--- src/rtl/seed_word_loader.sv ---
// -----------------------------------------------------------------------------
// seed_word_loader
//
// Adapter between a 32-bit valid/ready word stream and the SEED128 core.
// It takes one operation at a time:
//   1. collects eight input words (key0..key3, data0..data3, MS word first)
//      and the mode bit, which is sampled with the key0 beat;
//   2. drives the core's two-cycle load protocol on o_Data: the block with
//      bit 128 set, then {mode, key};
//   3. waits for the core's done pulse and captures the 128-bit result,
//      giving up after TIMEOUT cycles and raising a sticky timeout flag;
//   4. returns the result as four 32-bit words, MS word first.
//
// Ports
//   i_Clk       clock, all logic on the rising edge
//   i_Rst       synchronous active-high reset (reset the core with it)
//   i_Word      input word stream data
//   i_fValid    input word valid
//   i_fDec      mode bit, 1 = decrypt, sampled with the key0 beat only
//   o_fReady    input ready, high only while collecting
//   o_Data      to core i_Data; bit 128 is the core's first/mode flag
//   i_Text      from core o_Text, only meaningful while i_fDone is high
//   i_fDone     from core o_fDone, one-cycle done pulse
//   o_Word      result word, MS word first
//   o_fValid    result word valid
//   i_fReady    result word ready
//   o_fBusy     high whenever not collecting input
//   o_fTimeout  sticky timeout flag, cleared only by reset
//
// Parameter
//   TIMEOUT     cycles allowed in WAIT before giving up (legal 120..255)
// -----------------------------------------------------------------------------
module seed_word_loader #(
  parameter int unsigned TIMEOUT = 255
) (
  input  logic         i_Clk,
  input  logic         i_Rst,
  input  logic [31:0]  i_Word,
  input  logic         i_fValid,
  input  logic         i_fDec,
  output logic         o_fReady,
  output logic [128:0] o_Data,
  input  logic [127:0] i_Text,
  input  logic         i_fDone,
  output logic [31:0]  o_Word,
  output logic         o_fValid,
  input  logic         i_fReady,
  output logic         o_fBusy,
  output logic         o_fTimeout
);

  localparam logic [2:0] ST_COLLECT  = 3'd0;
  localparam logic [2:0] ST_LOAD_BLK = 3'd1;
  localparam logic [2:0] ST_LOAD_KEY = 3'd2;
  localparam logic [2:0] ST_WAIT     = 3'd3;
  localparam logic [2:0] ST_OUT      = 3'd4;

  // The counter holds 0 during the first WAIT cycle, so the timeout fires on
  // the edge that closes WAIT cycle number TIMEOUT.
  localparam logic [7:0] TMO_LAST = 8'(TIMEOUT - 1);

  logic [2:0]   state_q,   state_d;
  logic [2:0]   beat_q,    beat_d;
  logic [1:0]   out_idx_q, out_idx_d;
  logic [7:0]   tmo_cnt_q, tmo_cnt_d;
  logic [127:0] key_q,     key_d;
  logic [127:0] block_q,   block_d;
  logic [127:0] result_q,  result_d;
  logic         mode_q,    mode_d;
  logic         timeout_q, timeout_d;

  logic in_fire;
  logic out_fire;

  assign in_fire  = i_fValid & (state_q == ST_COLLECT);
  assign out_fire = i_fReady & (state_q == ST_OUT);

  // ---------------------------------------------------------------------------
  // Next-state logic
  // ---------------------------------------------------------------------------
  always_comb begin
    // NOTE: every next-state value defaults to its register first, so paths
    // that do not assign it simply hold and no latch is inferred.
    state_d   = state_q;
    beat_d    = beat_q;
    out_idx_d = out_idx_q;
    tmo_cnt_d = tmo_cnt_q;
    key_d     = key_q;
    block_d   = block_q;
    result_d  = result_q;
    mode_d    = mode_q;
    timeout_d = timeout_q;

    case (state_q)
      ST_COLLECT: begin
        if (in_fire) begin
          // Words arrive MS first, so shifting in from the bottom leaves the
          // first word of each group in bits [127:96].
          if (!beat_q[2]) begin
            key_d = {key_q[95:0], i_Word};
          end else begin
            block_d = {block_q[95:0], i_Word};
          end
          if (beat_q == 3'd0) begin
            mode_d = i_fDec;
          end
          // 3-bit count wraps 7 -> 0, ready for the next frame.
          beat_d = beat_q + 3'd1;
          if (beat_q == 3'd7) begin
            state_d = ST_LOAD_BLK;
          end
        end
      end

      ST_LOAD_BLK: begin
        state_d = ST_LOAD_KEY;
      end

      ST_LOAD_KEY: begin
        tmo_cnt_d = 8'd0;
        state_d   = ST_WAIT;
      end

      ST_WAIT: begin
        // Done has priority over the timeout when both land on the same edge.
        if (i_fDone) begin
          result_d  = i_Text;
          out_idx_d = 2'd0;
          state_d   = ST_OUT;
        end else if (tmo_cnt_q == TMO_LAST) begin
          timeout_d = 1'b1;
          state_d   = ST_COLLECT;
        end else begin
          tmo_cnt_d = tmo_cnt_q + 8'd1;
        end
      end

      ST_OUT: begin
        if (out_fire) begin
          out_idx_d = out_idx_q + 2'd1;
          if (out_idx_q == 2'd3) begin
            state_d = ST_COLLECT;
          end
        end
      end

      default: begin
        state_d = ST_COLLECT;
      end
    endcase
  end

  // ---------------------------------------------------------------------------
  // State registers
  // ---------------------------------------------------------------------------
  always_ff @(posedge i_Clk) begin
    if (i_Rst) begin
      // NOTE: the wide key/block/result registers are reset as well, so no
      // captured data survives a reset that lands mid-operation.
      state_q   <= ST_COLLECT;
      beat_q    <= 3'd0;
      out_idx_q <= 2'd0;
      tmo_cnt_q <= 8'd0;
      key_q     <= '0;
      block_q   <= '0;
      result_q  <= '0;
      mode_q    <= 1'b0;
      timeout_q <= 1'b0;
    end else begin
      // NOTE: non-blocking assignments so every register samples the values
      // from before this edge, independent of statement order.
      state_q   <= state_d;
      beat_q    <= beat_d;
      out_idx_q <= out_idx_d;
      tmo_cnt_q <= tmo_cnt_d;
      key_q     <= key_d;
      block_q   <= block_d;
      result_q  <= result_d;
      mode_q    <= mode_d;
      timeout_q <= timeout_d;
    end
  end

  // ---------------------------------------------------------------------------
  // Outputs, decoded from the registered state
  // ---------------------------------------------------------------------------
  always_comb begin
    o_Data = '0;
    case (state_q)
      // Core is in IDLE: bit 128 set tells it this is the block.
      ST_LOAD_BLK: o_Data = {1'b1, block_q};
      // Core is in GETKEY: bit 128 now carries the mode.
      ST_LOAD_KEY: o_Data = {mode_q, key_q};
      // Everywhere else bit 128 must stay low so the core does not restart.
      default:     o_Data = '0;
    endcase
  end

  always_comb begin
    o_Word = result_q[127:96];
    case (out_idx_q)
      2'd0:    o_Word = result_q[127:96];
      2'd1:    o_Word = result_q[95:64];
      2'd2:    o_Word = result_q[63:32];
      default: o_Word = result_q[31:0];
    endcase
  end

  assign o_fReady   = (state_q == ST_COLLECT);
  assign o_fBusy    = (state_q != ST_COLLECT);
  assign o_fValid   = (state_q == ST_OUT);
  assign o_fTimeout = timeout_q;

endmodule

--- config.mk ---
export PLATFORM = sky130hd
export DESIGN_NAME = seed_word_loader
export DESIGN_NICKNAME = d
export VERILOG_FILES = /design/src/rtl/seed_word_loader.sv
export SDC_FILE = /design/constraint.sdc
export NUM_CORES = 1
export LEC_CHECK = 0
export CAP_MARGIN = 20
export CORE_ASPECT_RATIO = 2
export CORE_UTILIZATION = 57
export CTS_BUF_LIST = sky130_fd_sc_hd__clkbuf_8
export DETAILED_ROUTE_END_ITERATION = 10
export MAX_ROUTING_LAYER = met4
export PLACE_DENSITY = 0.85
export SYNTH_ARGS = -nofsm -noshare
export SYNTH_HDL_FRONTEND = slang
export SYNTH_SLANG_ARGS = --single-unit
--- constraint.sdc ---
create_clock -name i_Clk -period 4.9 [get_ports i_Clk]
set_input_delay 0.735 -clock i_Clk [delete_from_list [all_inputs] [get_ports i_Clk]]
set_output_delay 0.735 -clock i_Clk [all_outputs]
set_load 0.01 [all_outputs]
# Word level (Yosys, flattened, before mapping)
# Index checks and enable logic that the tools add are counted.
[totals] memories=0 mem_bits_rw=0 inputBits=166 ff_bits=402 word_cells=63 rom_bits=0 latch_bits=0 out_inout_bits=165
[op_classes] n_bitwise=4 n_shift=0 n_eq_ne=17 add_sub_neg=3 magnitude_cmp=0 n_reduce_logical=15 mux=15 n_div=0 multipliers=0
[ops] op="$pmux 129 s2" n=1
[ops] op="$pmux 32 s3" n=1
[ops] op="$mux 3" n=6
[ops] op="$reduce_and 3->1" n=6
[ops] op="$mux 8" n=2
[ops] op="$pmux 8 s2" n=1
[ops] op="$pmux 3 s5" n=1
[ops] op="$add 8x1->8 const B" n=1
[ops] op="$eq 8x8->1 const B" n=1
[ops] op="$ne 2x1->1 const B" n=4
[ops] op="$eq 3x2->1 const B" n=2
[ops] op="$eq 3x3->1 const B" n=2
[ops] op="$logic_not 3->1" n=2
[ops] op="$ne 2x2->1 const B" n=3
[ops] op="$reduce_and 5->1" n=1
[ops] op="$eq 2x2->1 const B" n=2
[ops] op="$mux 2" n=2
[ops] op="$pmux 2 s2" n=1
[ops] op="$reduce_and 2->1" n=2
[ops] op="$reduce_bool 2->1" n=2
[ops] op="$add 3x1->3 const B" n=1
[ops] op="$eq 3x1->1 const B" n=1
[ops] op="$ne 3x3->1 const B" n=1
[ops] op="$reduce_bool 3->1" n=1
[ops] op="other kinds (5)" n=7

# Longest topological paths before layout
[logic_depth] ltp_word=4 mapped_depth=7 depth_no_buf=6

# Worst setup path before layout
# OpenSTA, ideal clock, no wires.
[synth_path] path_type="flip-flop to output port" startpoint="reg state_q[1]" endpoint="out o_Data[0]" arrival_ns=1.590 path_stages_with_launch=6 setup_slack_ns=2.575 t_required_ns=4.165 path_buffers=3 cell_sequence="dfxtp_1 > buf_2 > nor3b_1 > buf_2 > buf_1 > a22o_1"
[synth_between] elab_chain_len=2 word_cells_on_any_way=3 cone_classes="2 x eq/ne; 1 x mux"
[synth_rtl] item="from (decl)" line_no="62" text="logic [2:0] state_q, state_d;"
[synth_rtl] item="from (signal assigned)" line_no="172" text="state_q <= state_d;"
[synth_rtl] item="$eq 3x2->1 or $eq 3x1->1 (tied branches)" line_no="189" text="case (state_q)"
[synth_rtl] item="$pmux 129 s2 (*)" line_no="189"
[synth_rtl] item="to (decl)" line_no="42" text="output logic [128:0] o_Data,"
# Every way passes the cells marked *; elsewhere a longest branch is shown, timed or not.

# Final worst setup path
[layout_path] startpoint="reg out_idx_q[1]" endpoint="out o_Word[21]"
[layout_between] elab_chain_len=2 word_cells_on_any_way=4 cone_classes="2 x eq/ne; 1 x mux; 1 x reduce/logical"
[layout_rtl] item="from (decl)" line_no="64" text="logic [1:0] out_idx_q, out_idx_d;"
[layout_rtl] item="from (signal assigned)" line_no="174" text="out_idx_q <= out_idx_d;"
[layout_rtl] item="$eq 2x2->1 (tied with other cells)" line_no="201" text="case (out_idx_q)"
[layout_rtl] item="$pmux 32 s3 (*)" line_no="201"
[layout_rtl] item="to (decl)" line_no="45" text="output logic [31:0] o_Word,"
# Marked as above.

==> results.py <==
metrics = {
    "synthesis": {
        "yosys-top-cells-count": "772 x nand2_1, 402 x dfxtp_1, 396 x a21oi_1",
        "post_synth_fa_ha_maj_area_fraction": 0.00702,
        "yosysSeqAreaShare": 0.502,
        "synth.top_cells.by_area": "dfxtp_1 50%, nand2_1 18%, a21oi_1 12%",
        "synthFlopType": "dfxtp_1",
        "synthXorXnorAreaFrac": 0.00273,
        "avgSynthCellArea_um2": 7.85,
        "synth_edf_count": 0,
        "synth_mux_area_frac": 0.0219,
        "yosysMostFrequentCell": "nand2_1",
        "syn-num-nets": 2217,
        "yosys_register_bits": 402,
        "synthSimpleGateAreaFrac": 0.196,
        "syn-cell-area_um2": 16000,
        "yosys.area.top_type": "dfxtp_1",
        "synth_compound_area_frac": 0.218,
        "yosysTopAreaCellShare": 0.502,
        "ys_warn_count": 0,
        "syn_inst": 2042,
        "async_flop_share": 0,
        "synth_top_family_by_area": "compound AO/OA/AOI/OAI gates",
        "synth_cell_types": 34,
    },
    "cts": {
        "cts_tree": "built",
        "numCtsBuffers": 53,
        "cts_root_buf": "clkbuf_8",
        "clkSinkCount": 402,
        "worstSkewPairLatency_ps": 620,
        "htree_levels": 2,
        "cts_resized": 0,
        "cts_hold_buf": 0,
        "cts_setup_buffers": 0,
        "cts.clk_slew.worst_paths_ps": 70,
        "clock_path_buffers": 3,
    },
    "drt": {
        "dr_wl_met2_um": 22600,
        "drcViolationCount": 0,
        "highest_layer": "met4",
        "vias": 15100,
        "ant_nets": 0,
        "wl_met3_um": 3390,
        "dr.pass1.iters": 6,
        "drt_iter0_markers": 1512,
        "avgViaCountPerCell": 5.66,
        "wl_per_cell_um": 16.9,
        "met1Wirelength_um": 16800,
        "wl_um": 45100,
    },
    "global_route": {
        "antenna_found_initial": 2,
        "overflow": 0,
        "grt_usage": 0.310,
        "grt_pass1_vias": 14200,
        "grt_pass1_wl_um": 70100,
        "grt_max_degree": 185,
    },
    "critical_path": {
        "worst-endpoint-required_ps": 4160,
        "crit_arrival_ps": 3120,
        "worstSetupPathType": "reg -> out",
        "max_stage_delay_ps": 830,
        "crit_path_top_delay_cell": "ha_1",
        "setup.worst_path.end_class": "output port",
        "path_max_fanout": 22,
        "critPathBufInv": 3,
        "worstSetupStartpointType": "flip-flop",
        "crit_path_cell_trace": "inv_1, ha_1, buf_4, a222oi_1, mux2i_1, clkdlybuf4s50_1",
        "crit_family": "buffers and inverters",
    },
    "place": {
        "portBuffers": 330,
        "gp_congestion": 0.846,
        "dp_hpwl_um": 27700,
    },
    "timing": {
        "slew_violations": 0,
        "period_needed_ps": 3850,
        "timing.fmax_mhz": 260,
        "fin_crit_sh": 0.786,
        "final-hold-violation-count": 0,
        "fin_skew_ps": 27.0,
        "worstMarginPinSlew_ps": 1160,
        "rsz0062_at_grt": "no",
        "finalSetupViolations": 0,
        "maxSlewHeadroom": 0.225,
        "setup_tns_ps": 0,
    },
    "floorplanning": {
        "start_util": 0.580,
        "row_count": 86,
        "ios": 331,
        "die_area_um2": 28900,
        "die_h_um": 239,
        "core_area_um2": 27700,
        "die_x_um": 121,
    },
    "finish": {
        "drive_gt1_frac": 0.0471,
        "fin_util": 0.739,
        "synthToLayoutAreaGrowth_pct": 27.3,
        "layout.nets": 2448,
    },
    "pwr": {
        "sw_frac_of_total": 0.231,
        "pwr-share-comb": 0.051,
        "internal_power_mw": 4.70,
        "p_per_area_nw_per_um2": 299,
        "switchingPower_mw": 1.41,
        "pwr-share-clk": 0.404,
        "power.leakage_nw": 6.79,
        "peakVddDrop_mv": 0.264,
        "seq_power_share": 0.545,
    },
    "run_status": {
        "status": "finished, final reports clean",
    },
    "flow_run": {
        "cap_violations": 0,
    },
    "worst_hold_path": {
        "hp-class": "reg -> reg",
    },
}
-- layout make-up --
cell class | instances | area, um2
Multi-Input combinational cell | 1428 | 7180
Clock buffer | 68 | 936
Clock inverter | 27 | 123
Tap cell | 352 | 440
Inverter | 39 | 146
Timing Repair Buffer | 349 | 3550
Antenna cell | 2 | 5.00
Fill cell | 2107 | 7230
Sequential cell | 402 | 8050
-- power by group through the flow --
stage / logic, mW / clock network, mW / registers (mW)
floorplan: 0.136 / 0 / 3.40
global placement: 0.303 / 0 / 3.40
detailed placement: 0.307 / 0 / 3.41
CTS: 0.309 / 2.53 / 3.33
global route: 0.336 / 2.66 / 3.33
finish: 0.310 / 2.47 / 3.33
-- stage by stage --
stage	power [mW]	cells	instance area, um2	setup WS [ps]	hold WS, ps
after floorplan	3.53	2042	16000	2570	436
final	6.12	2667	20400	1050	454
after CTS	6.17	2665	20400	1040	455
after global routing	6.33	2667	20400	869	474
after detailed placement	3.71	2570	19400	1480	446
after global placement	3.71	2568	19300	1520	441
-- worst reg2reg max path, cell delays in order (launching register included) --
cell and delay (ps):
dfxtp_1 420, nor4b_4 670, nand2b_4 700, buf_4 590, nand2_1 130, a21oi_1 70
-- sequential cells by signal, indices dropped and copies added (netlist names) --
| name | count |
|---|---|
| mode_q | 1 |
| out_idx_q | 2 |
| beat_q | 3 |
| key_q | 128 |
| block_q | 128 |
| o_fTimeout | 1 |
| result_q | 128 |
| state_q | 3 |
| tmo_cnt_q | 8 |
-- path summary, 6_finish.rpt --
| check | startpoint | end | slack [ps] | cells past startpoint |
|---|---|---|---|---|
| worst max register to register | state_q[2] | key_q[112] | 2160 | 5 |
| worst max-delay path | out_idx_q[1] | o_Word[21] | 1050 | 6 |
| worst min register to register | key_q[98] | key_q[98] | 450 | 2 |
| worst min-delay path | key_q[98] | key_q[98] | 450 | 2 |
-- cells by family after synthesis --
family / after synthesis
compound gates: 566
mux: 35
flops: 402
buf+inv: 212
xor+xnor: 5
fa+ha+maj: 9
simple gates: 813
-- cells in the final DEF, fill, tap and decap left out, types with 8 or more instances in the layout --
cell             netlist  routed
nor2_1                13      13
clkbuf_8               0      68
clkdlybuf4s50_1        0     329
ha_1                   9       8
buf_4                  4      12
nand2_1              772     771
a22o_1               128     128
dfxtp_1              402     402
inv_1                 39      57
mux2i_1               34      34
a222oi_1              32      32
a21oi_1              396     396
-- per-layer routing --
layer,vias to the layer above,GRT usage
met5,-,-
met4,0,0.165
met3,135,0.0738
met2,587,0.516
met1,7052,0.339
li1,7322,-
Power figures use the tool's default switching activity.
